**src/rtl/uart_pkg.sv**
```systemverilog
// Shared types and constants for the UART word receiver.
// The PARITY state exists only when UART_RX_PARITY_EN is defined.
package uart_pkg;

   typedef enum logic [2:0] {
      IDLE,
      START,
      DATA,
`ifdef UART_RX_PARITY_EN
      PARITY,
`endif
      STOP,
      WAIT_HI
   } rx_state_e;

   function automatic int calc_div(input int clk_freq, input int baud);
      return clk_freq / baud;
   endfunction

endpackage

```
**src/rtl/uart_sync.sv**
```systemverilog
// Two-flop synchronizer for the asynchronous RX line; resets to the idle (high) level.
module uart_sync (
   input  logic CLK,
   input  logic RST_N,
   input  logic d,
   output logic q
);

   logic meta;

   always_ff @(posedge CLK or negedge RST_N) begin
      if (!RST_N) begin
         meta <= 1'b1;
         q    <= 1'b1;
      end else begin
         meta <= d;
         q    <= meta;
      end
   end

endmodule

```
**src/rtl/uart_rx_word.sv**
```systemverilog
// UART receiver that keeps the last two bytes as a 16-bit word (newest in [7:0]).
// Optional even-parity bit is enabled by defining UART_RX_PARITY_EN.
module uart_rx_word
   import uart_pkg::*;
#(
   parameter int CLK_FREQ = 50_000_000,
   parameter int BAUD     = 115_200
) (
   input  logic        CLK,
   input  logic        RST_N,
   input  logic        RX,
   output logic [15:0] WORD,
   output logic        BYTE_VLD,
   output logic [7:0]  BYTE,
   output logic        FRAME_ERR
);

   localparam int DIV = calc_div(CLK_FREQ, BAUD);
   localparam int CW  = (DIV > 1) ? $clog2(DIV) : 1;
   localparam logic [CW-1:0] CNT_LAST  = CW'(DIV - 1);
   localparam logic [CW-1:0] HALF_LAST = CW'(DIV / 2 - 1);

   if (DIV < 4) begin : g_bad_div
      $error("uart_rx_word: CLK_FREQ/BAUD must be at least 4");
   end

   logic          rxs;
   rx_state_e     state;
   logic [CW-1:0] cnt;
   logic [2:0]    bit_idx;
   logic [7:0]    shreg;
   logic          bit_tick;
   logic          frame_ok;

   uart_sync u_sync (
      .CLK   (CLK),
      .RST_N (RST_N),
      .d     (RX),
      .q     (rxs)
   );

   assign bit_tick = (cnt == CNT_LAST);

`ifdef UART_RX_PARITY_EN
   logic par_ok;

   always_ff @(posedge CLK or negedge RST_N) begin
      if (!RST_N) begin
         par_ok <= 1'b0;
      end else if (state == PARITY && bit_tick) begin
         par_ok <= ~^{shreg, rxs};
      end
   end

   assign frame_ok = rxs & par_ok;
`else
   assign frame_ok = rxs;
`endif

   always_ff @(posedge CLK or negedge RST_N) begin
      if (!RST_N) begin
         state     <= IDLE;
         cnt       <= '0;
         bit_idx   <= '0;
         shreg     <= '0;
         WORD      <= 16'h0000;
         BYTE      <= 8'h00;
         BYTE_VLD  <= 1'b0;
         FRAME_ERR <= 1'b0;
      end else begin
         BYTE_VLD  <= 1'b0;
         FRAME_ERR <= 1'b0;
         case (state)
            IDLE: begin
               if (!rxs) begin
                  state <= START;
                  cnt   <= '0;
               end
            end
            // Mid-start-bit check: a line that is high again was only a glitch.
            START: begin
               if (cnt == HALF_LAST) begin
                  cnt     <= '0;
                  bit_idx <= '0;
                  state   <= rxs ? IDLE : DATA;
               end else begin
                  cnt <= cnt + 1'b1;
               end
            end
            DATA: begin
               if (bit_tick) begin
                  cnt     <= '0;
                  shreg   <= {rxs, shreg[7:1]};
                  bit_idx <= bit_idx + 1'b1;
                  if (bit_idx == 3'd7) begin
`ifdef UART_RX_PARITY_EN
                     state <= PARITY;
`else
                     state <= STOP;
`endif
                  end
               end else begin
                  cnt <= cnt + 1'b1;
               end
            end
`ifdef UART_RX_PARITY_EN
            PARITY: begin
               if (bit_tick) begin
                  cnt   <= '0;
                  state <= STOP;
               end else begin
                  cnt <= cnt + 1'b1;
               end
            end
`endif
            // A low stop bit parks in WAIT_HI so a stuck line cannot restart a frame.
            STOP: begin
               if (bit_tick) begin
                  cnt <= '0;
                  if (frame_ok) begin
                     BYTE     <= shreg;
                     WORD     <= {WORD[7:0], shreg};
                     BYTE_VLD <= 1'b1;
                  end else begin
                     FRAME_ERR <= 1'b1;
                  end
                  state <= rxs ? IDLE : WAIT_HI;
               end else begin
                  cnt <= cnt + 1'b1;
               end
            end
            WAIT_HI: begin
               if (rxs) state <= IDLE;
            end
            default: state <= IDLE;
         endcase
      end
   end

endmodule

```
**config.mk**
```make
export PLATFORM = sky130hd
export DESIGN_NAME = uart_rx_word
export DESIGN_NICKNAME = d
export VERILOG_FILES = /design/src/rtl/uart_pkg.sv /design/src/rtl/uart_sync.sv /design/src/rtl/uart_rx_word.sv
export SDC_FILE = /design/constraint.sdc
export NUM_CORES = 1
export LEC_CHECK = 0
export CAP_MARGIN = 10
export CORE_MARGIN = 2
export CORE_UTILIZATION = 30
export DETAILED_ROUTE_END_ITERATION = 16
export REMOVE_ABC_BUFFERS = 1
export SKIP_CTS_REPAIR_TIMING = 1
export SLEW_MARGIN = 20
export SYNTH_ARGS = -nofsm -noshare
export SYNTH_HDL_FRONTEND = slang
export SYNTH_SLANG_ARGS = --single-unit
```
**constraint.sdc**
```tcl
create_clock -name CLK -period 2.2 [get_ports CLK]
set_input_delay 0.55 -clock CLK [delete_from_list [all_inputs] [get_ports CLK]]
set_output_delay 0.55 -clock CLK [all_outputs]
set_load 0.01 [all_outputs]
```
## After elaboration in Yosys (flattened, before gate mapping)

Cells that the tools add are included.

| operators by class | value |
|---|---|
| $add $sub $neg | 2 |
| equality and inequality tests | 13 |
| muxes and demuxes | 22 |
| reductions and logical operators | 9 |

Operators with widths:

| cell | number |
|---|---|
| $mux 3 | 9 |
| $mux 9 | 3 |
| $pmux 9 s3 | 1 |
| $pmux 3 s5 | 1 |
| $ne 2x2->1 const B | 5 |
| $add 9x1->9 const B | 1 |
| $eq 9x8->1 const B | 1 |
| $eq 9x9->1 const B | 1 |
| $eq 3x2->1 const B | 2 |
| $eq 3x3->1 const B | 2 |
| $mux 1 | 6 |
| $pmux 3 s2 | 1 |
| $reduce_and 3->1 | 2 |
| $reduce_and 6->1 | 1 |
| $reduce_and 2->1 | 2 |
| $add 3x1->3 const B | 1 |
| $eq 3x1->1 const B | 1 |
| $logic_not 3->1 | 1 |
| $reduce_bool 3->1 | 1 |
| $mux 2 | 1 |
| $ne 2x1->1 const B | 1 |
| $reduce_bool 2->1 | 1 |
| $reduce_or 2->1 | 1 |

| word-level totals | value |
|---|---|
| register bits | 51 |
| input port bits | 3 |
| output and inout bits | 26 |

## Logic depth before layout (Yosys ltp)

Gate-level depths: netlist of the first run.

| depth | value |
|---|---|
| depth after elaboration | 4 |
| depth in mapped cells | 8 |
| mapped depth without buffers | 6 |

## Cells and area by module

From an unflattened synthesis of the first run, not the netlist that was laid out.

| unflattened totals | value |
|---|---|
| cell total of the unflattened synthesis | 170 |
| area, all modules | 1984.4 µm² |

Modules (own cells, without submodules):

| module | instances | cells an instance | area an instance (µm²) |
|---|---|---|---|
| uart_rx_word | 1 | 168 | 1931.9 |
| uart_sync | 1 | 2 | 52.6 |

## Worst setup path after synthesis of the first run

Ideal clock, no wire load.

| timing | value |
|---|---|
| path type | flip-flop to flip-flop |
| from | register cnt[1] |
| to | register WORD[15] |
| library setup time | 125 ps |
| arrival time | 1776 ps |
| slack | 299 ps |
| cell stages (with the launch flop) | 8 |
| buffers on the path | 1 |
| cell sequence | dfrtp_1 -> inv_1 -> ha_1 -> and4b_2 -> nand2_4 -> nor3_4 -> buf_12 -> mux2_4 |

| between the ends | value |
|---|---|
| cells in the longest elaborated chain, start to end | 2 |

Ends and longest elaborated chain:

| what | RTL line | text |
|---|---|---|
| start: declaration | uart_rx_word.sv:29 | `logic [CW-1:0] cnt;` |
| start signal: assignment | uart_rx_word.sv:87 | `cnt <= cnt + 1'b1;` |
| start signal: assignment | uart_rx_word.sv:103 | `cnt <= cnt + 1'b1;` |
| start signal: assignment | uart_rx_word.sv:129 | `cnt <= cnt + 1'b1;` |
| $eq 9x9->1 | uart_rx_word.sv:42 | `assign bit_tick = (cnt == CNT_LAST);` |
| $reduce_and 3->1 (no line) | n/a |  |
| end signal: assignment | uart_rx_word.sv:122 | `WORD <= {WORD[7:0], shreg};` |
| end: declaration | uart_rx_word.sv:12 | `output logic [15:0] WORD,` |

No other way between the ends.
A chain may end at the register's enable or synchronous reset.

## Worst setup path in the final report of the first run

| timing | value |
|---|---|
| from | register cnt[1] |
| to | register shreg[6] |

| between the ends | value |
|---|---|
| cells in the longest elaborated chain, start to end | 2 |

Ends and longest elaborated chain:

| what | RTL line | text |
|---|---|---|
| $eq 9x9->1 | uart_rx_word.sv:42 |  |
| $reduce_and 2->1 (no line) | n/a |  |
| end signal: assignment | uart_rx_word.sv:93 | `shreg <= {rxs, shreg[7:1]};` |
| end: declaration | uart_rx_word.sv:31 | `logic [7:0] shreg;` |

No other way between the ends.

==> results.yml, run 1 <==
final_layout:
  final_util_pct: 37.0
  regArea_mm2: 0.00108
  drive_gt1_share_pct: 23.6
  nNetsFinal: 206
  n_antenna_cell: 0
  multi_input_area_um2: 877
  final_cells: 279
  fill_cells: 665
  area.growth.synth_to_final_pct: 20.4
timing:
  rsz0062_at_grt: "no"
  tns_ns: 0
  maxSlewHeadroom_pct: 64.6
  fmax_mhz: 521
  fin_crit_ns: 1.92
  setup_viol: 0
  setup_ws_ns: 0.282
  worstMarginPinSlew_ns: 0.530
  fin_hold_ws_ns: 0.313
  clock_skew_ns: 0.00390
  fin_crit_sh_pct: 87.2
  hold_viol: 0
  drv_slew: 0
synth:
  async_flop_share_pct: 100
  postSynthAreaPerCell_um2: 12.0
  netlist.area_leader.share_pct: 49.4
  synth_area_leaders: "dfrtp_1 49%, mux2_2 8.1%, mux2_4 6.5%"
  synthCells: 173
  synth-seq-cells: 43
  yosysTopAreaCell: "dfrtp_1"
  synth-edff-count: 0
  syn_area_mm2: 0.00208
  yosysSeqAreaShare_pct: 51.9
  synth_warnings: 0
  synth_cell_types: 42
  synth_top_flop_cell: "dfrtp_1"
worst_setup_path:
  crit_end: "shreg[6]"
  crit_path_max_fanout: 9
  critPathArrivalTime_ns: 2.10
  r2r.worst_path.cells: 5
  required_ns: 2.38
  rrSetupSlack_ns: 0.28
  crit_type: "reg -> reg"
  worst_setup_path_start_kind: "flip-flop"
  end_kind: "flip-flop"
  crit-reg2reg-launch: "cnt[1]"
  startpoint: "cnt[1]"
  r2r-end: "shreg[6]"
outcome:
  status: "finished clean"
run:
  cap_violations: 0
die:
  start_util_pct: 30.7
  io-pin-count: 29
  dieArea_mm2: 0.00760
  die_h_um: 87.2
  num_rows: 30
  core_region_area_mm2: 0.00676
  die_w_um: 87.2
min_path:
  hold_path.class: "in -> async"
placed_design:
  dpl.cell_count: 271
  dp_slack_ns: 0.303
  port-buffer-count: 28
  dpl.hpwl_um: 2410
  place_congestion: 0.794
clock_network:
  cts_tree: "done"
  clock-sinks: 43
  cts_buffers: 5
  clk_path_buf_depth: 2
  path_clk_slew_ns: 0.08
  htreeDepth: 2
  cts_root_buffer: "clkbuf_8"
  clkLatencyLatePin_ns: 0.30
route:
  wire_per_inst_um: 12.7
  via_count: 1337
  first_pass_iters: 4
  drtIter0Drc: 65
  drt-vias-per-instance: 4.79
  detail-route-antenna-nets: 0
  drc: 0
  routed_wl_um: 3550
power_and_ir_drop:
  ir_drop_v: 0.000306
  p_per_area_mw_per_mm2: 570
  leakagePower_nw: 1.14
global_route:
  grt_max_degree: 44
  grt_first_pass_wirelength_um: 6070
  first_global_vias: 1261
  overflow: 0
  grtUsageTotal_pct: 10.2
  grt_antenna_before_repair: 0
-- cells by family (layout without fill, tap and decap cells) --
group,Yosys count,in the layout,share of synthesized area (%)
and+or+nand+nor,53,53,14.5
muxes,25,25,15.1
xor gates and xnor gates,1,1,0.422
adders and majority gates,5,5,3.01
DFF,43,43,51.9
AOI/OAI and AO/OA,28,28,9.22
buffers and inverters,18,44,5.84
-- synthesized netlist by cell type (all sizes together) (2+ instances only) --
master,count
a21oi,6
and4b,3
and4bb,2
buf,12
clkbuf,2
dfrtp,41
dfstp,2
ha,5
inv,4
mux2,24
nand2,20
nand2b,2
nand3,4
nor2,8
nor2b,2
nor3,3
nor4,2
o211ai,5
o21ai,6
o22ai,3
o31ai,2
or3,3
-- per-layer routing --
layer  vias up  wire length [um]  GRT usage, %
met1       656              1790          14.9
met4         0                60          5.73
met2        19              1610          13.8
met5         -                 0             0
li1        657                 -             -
met3         5                91          2.09
-- where the power goes --
group / total, mW / switching, mW / internal (mW)
clock network: 0.610 / 0.272 / 0.338
logic: 0.0196 / 0.0158 / 0.00377
registers: 0.795 / 0.00250 / 0.793
total: 1.42 / 0.290 / 1.13
-- worst min-delay path by stage --
stage	from	end	slack, ns	depth (start not counted)
finish	RST_N	state[2]	0.31	2
global route	u_sync.meta	u_sync.q	0.36	0
CTS	RST_N	WORD[4]	0.33	2
detailed placement	u_sync.meta	u_sync.q	0.35	0
global placement	u_sync.meta	u_sync.q	0.35	0
floorplan	RST_N	BYTE_VLD	0.25	0
-- layout by cell type (no fill, tap or decap), types with 3 or more instances in the layout --
| cell type | synthesis | final |
|---|---|---|
| a21oi_1 | 5 | 5 |
| or3_1 | 3 | 3 |
| buf_4 | 9 | 3 |
| o21ai_0 | 6 | 6 |
| nor2_1 | 8 | 8 |
| clkdlybuf4s50_1 | 0 | 27 |
| clkbuf_8 | 0 | 5 |
| mux2_2 | 15 | 15 |
| o22ai_1 | 3 | 3 |
| mux2_4 | 9 | 9 |
| nand2_1 | 19 | 19 |
| o211ai_1 | 5 | 5 |
| nand3_1 | 4 | 4 |
| dfrtp_1 | 41 | 41 |
| inv_1 | 4 | 4 |
| ha_1 | 5 | 5 |
-- critical path: stages, from the launching register on --
cell     delay, ns
dfrtp_1       0.42
inv_1         0.11
ha_1          0.14
and4b_2       0.28
and4b_1       0.46
mux2_2        0.38
-- sequential cells by signal (all words and copies together) (netlist names) --
name	cells
cnt	9
u_sync.q	1
WORD	16
bit_idx	3
shreg	8
u_sync.meta	1
state	3
FRAME_ERR	1
BYTE_VLD	1
-- layout make-up --
cell class | instances | area share, %
Multi-Input combinational cell | 112 | 35.1
Sequential cell | 43 | 43.1
Timing Repair Buffer | 32 | 12.7
Clock buffer | 5 | 2.75
Inverter | 4 | 0.600
Clock inverter | 3 | 1.75
Tap cell | 80 | 4.00
-- stage by stage --
step	cell area [um^2]	power, mW
6_report	2500	1.42
3_5_place_dp	2390	0.833
5_1_grt	2500	1.49
2_1_floorplan	1970	0.812
3_3_place_gp	2390	0.833
4_1_cts	2500	1.45
(Power assumes the default switching activity.)
==> inputs of run 2 (changes only) <==
--- a/config.mk
+++ b/config.mk
@@ -8,6 +8,7 @@
 export CAP_MARGIN = 10
 export CORE_MARGIN = 2
 export CORE_UTILIZATION = 30
+export CTS_BUF_LIST = sky130_fd_sc_hd__clkbuf_8 sky130_fd_sc_hd__clkbuf_16
 export DETAILED_ROUTE_END_ITERATION = 16
 export REMOVE_ABC_BUFFERS = 1
 export SKIP_CTS_REPAIR_TIMING = 1
==> results of run 2 <==
The final DEF is identical to that of run 1; final timing and power are the same.
==> patch, RTL diff (settings of run 2) <==
Register the output `WORD` once more, with the module's reset; this adds one clock of latency there. The other outputs are not delayed to match.
--- a/src/rtl/uart_rx_word.sv
+++ b/src/rtl/uart_rx_word.sv
@@ -21,2 +21,4 @@
    localparam logic [CW-1:0] HALF_LAST = CW'(DIV / 2 - 1);
+
+   logic [15:0] WORD_s0;
 
@@ -65,3 +67,3 @@
          shreg     <= '0;
-         WORD      <= 16'h0000;
+         WORD_s0   <= 16'h0000;
          BYTE      <= 8'h00;
@@ -121,3 +123,3 @@
                      BYTE     <= shreg;
-                     WORD     <= {WORD[7:0], shreg};
+                     WORD_s0  <= {WORD_s0[7:0], shreg};
                      BYTE_VLD <= 1'b1;
@@ -139,2 +141,10 @@
 
+   always_ff @(posedge CLK or negedge RST_N) begin
+      if (!RST_N) begin
+         WORD <= '0;
+      end else begin
+         WORD <= WORD_s0;
+      end
+   end
+
 endmodule
Check against the original RTL: no difference found for any inputs over 10 cycles, from zero or initial values and one cycle with RST_N low; that may be too few to reach the edited logic, so the function may still have changed.
==> patch against run 2 <==
Setup slack better by 0.078 ns. Sequential cell count is 16 higher. Synthesized area is 16% higher. Sequential share of layout area is 6.4 points higher. Power is 56% higher. Global-route usage is 0.053 points lower. Design area is 19% higher. Routed wire length is 11% higher.
==> patch: results (changes against run 2) <==
clock_power_mw: 1.10  # +80%
insertion_delay_ns: 0.33  # +0.03 ns
gr-usage-met2_pct: 15.2  # +1.4 points
numCtsBuffers: 9  # +4
yosysSeqAreaShare_pct: 61.2  # +9.3 points
status: "finished, final reports clean"
vdd_drop_max_uv: 435  # +42%
p_leak_nw: 1.41  # +23%
synth_common_cells: "57 x dfrtp_1, 22 x nand2_1, 19 x mux2_1"
grt_usage_pct: 10.1  # -0.053 points
grt_max_degree: 60  # +36%
yosys-mux-area-fraction_pct: 12.4  # -2.7 points
synthDistinctLibCells: 40  # -4.8%
synthXorXnorAreaFrac_pct: 0  # -0.42 points
nFillCells: 749  # +13%
timing.rr.end: "WORD_s0[7]"
grt_pass1_wl_um: 6900  # +14%
synth_fa_ha_area_share_pct: 2.59  # -0.42 points
arrival_ns: 2.05  # -0.05 ns
ff2ff_setup_slack_ns: 0.36  # +0.08 ns
endpoint: "WORD_s0[7]"
switching_share_pct: 21.5  # +1.1 points
first_iter_violations: 87  # +34%
grt_use_met3_pct: 4.65  # +2.6 points
synth_compound_area_share_pct: 7.67  # -1.5 points
wl_met3_um: 240  # +160%
grt_pass1_vias: 1447  # +15%
grtUsageMet1_pct: 12.9  # -2.0 points
dp_hpwl_um: 2570  # +6.6%
layout.nets: 221  # +7.3%
skew_ns: 0.00472  # +0.000812 ns
viasPerCell: 4.61  # -3.7%
-- patch: changes by cell type after synthesis, moves of 3 or more --
cell	change
o211ai_1	-3
o21ai_0	-5
mux2_1	+19
nand2_1	+3
mux2_4	-4
mux2_2	-15
dfrtp_1	+16
o21ai_1	+3
-- patch: worst max-delay path: stages, from the launching register on --
cell     delay, ns
dfrtp_1       0.41
inv_1         0.09
ha_1          0.13
and4b_1       0.28
nand3_2       0.10
nor2_4        0.10
buf_4         0.25
mux2_1        0.36
-- patch: worst min path at each step --
stage                startpoint        to  slack (ns)
global route              RST_N   WORD[2]        0.22
global placement    u_sync.meta  u_sync.q        0.35
detailed placement  u_sync.meta  u_sync.q        0.35
floorplan                 RST_N   BYTE[0]        0.25
finish                    RST_N   WORD[2]        0.20
CTS                       RST_N   WORD[2]        0.21
-- patch: through the flow --
stage | setup WS, ns | hold WS (ns) | cell area, µm² | instances
after floorplan | 0.329 | 0.254 | 2320 | 171
after global placement | 0.405 | 0.348 | 2760 | 304
after detailed placement | 0.346 | 0.347 | 2760 | 304
after CTS | 0.333 | 0.211 | 2990 | 320
after global routing | 0.217 | 0.216 | 2990 | 320
final | 0.360 | 0.205 | 2990 | 320
-- patch: logic make-up after synthesis --
kind of cell	count (synthesis)
multiplexers	25
AND/OR/NAND/NOR	50
AO/OA/AOI/OAI	27
flip-flops	59
adder cells (fa/ha/maj)	5
buffers and inverters	17
-- patch: cell type report --
cell class,instances,area share [%]
Clock buffer,9,4.15
Clock inverter,7,3.35
Inverter,5,0.629
Multi-Input combinational cell,107,27.7
Tap cell,102,4.27
Sequential cell,59,49.5
Timing Repair Buffer,31,10.4
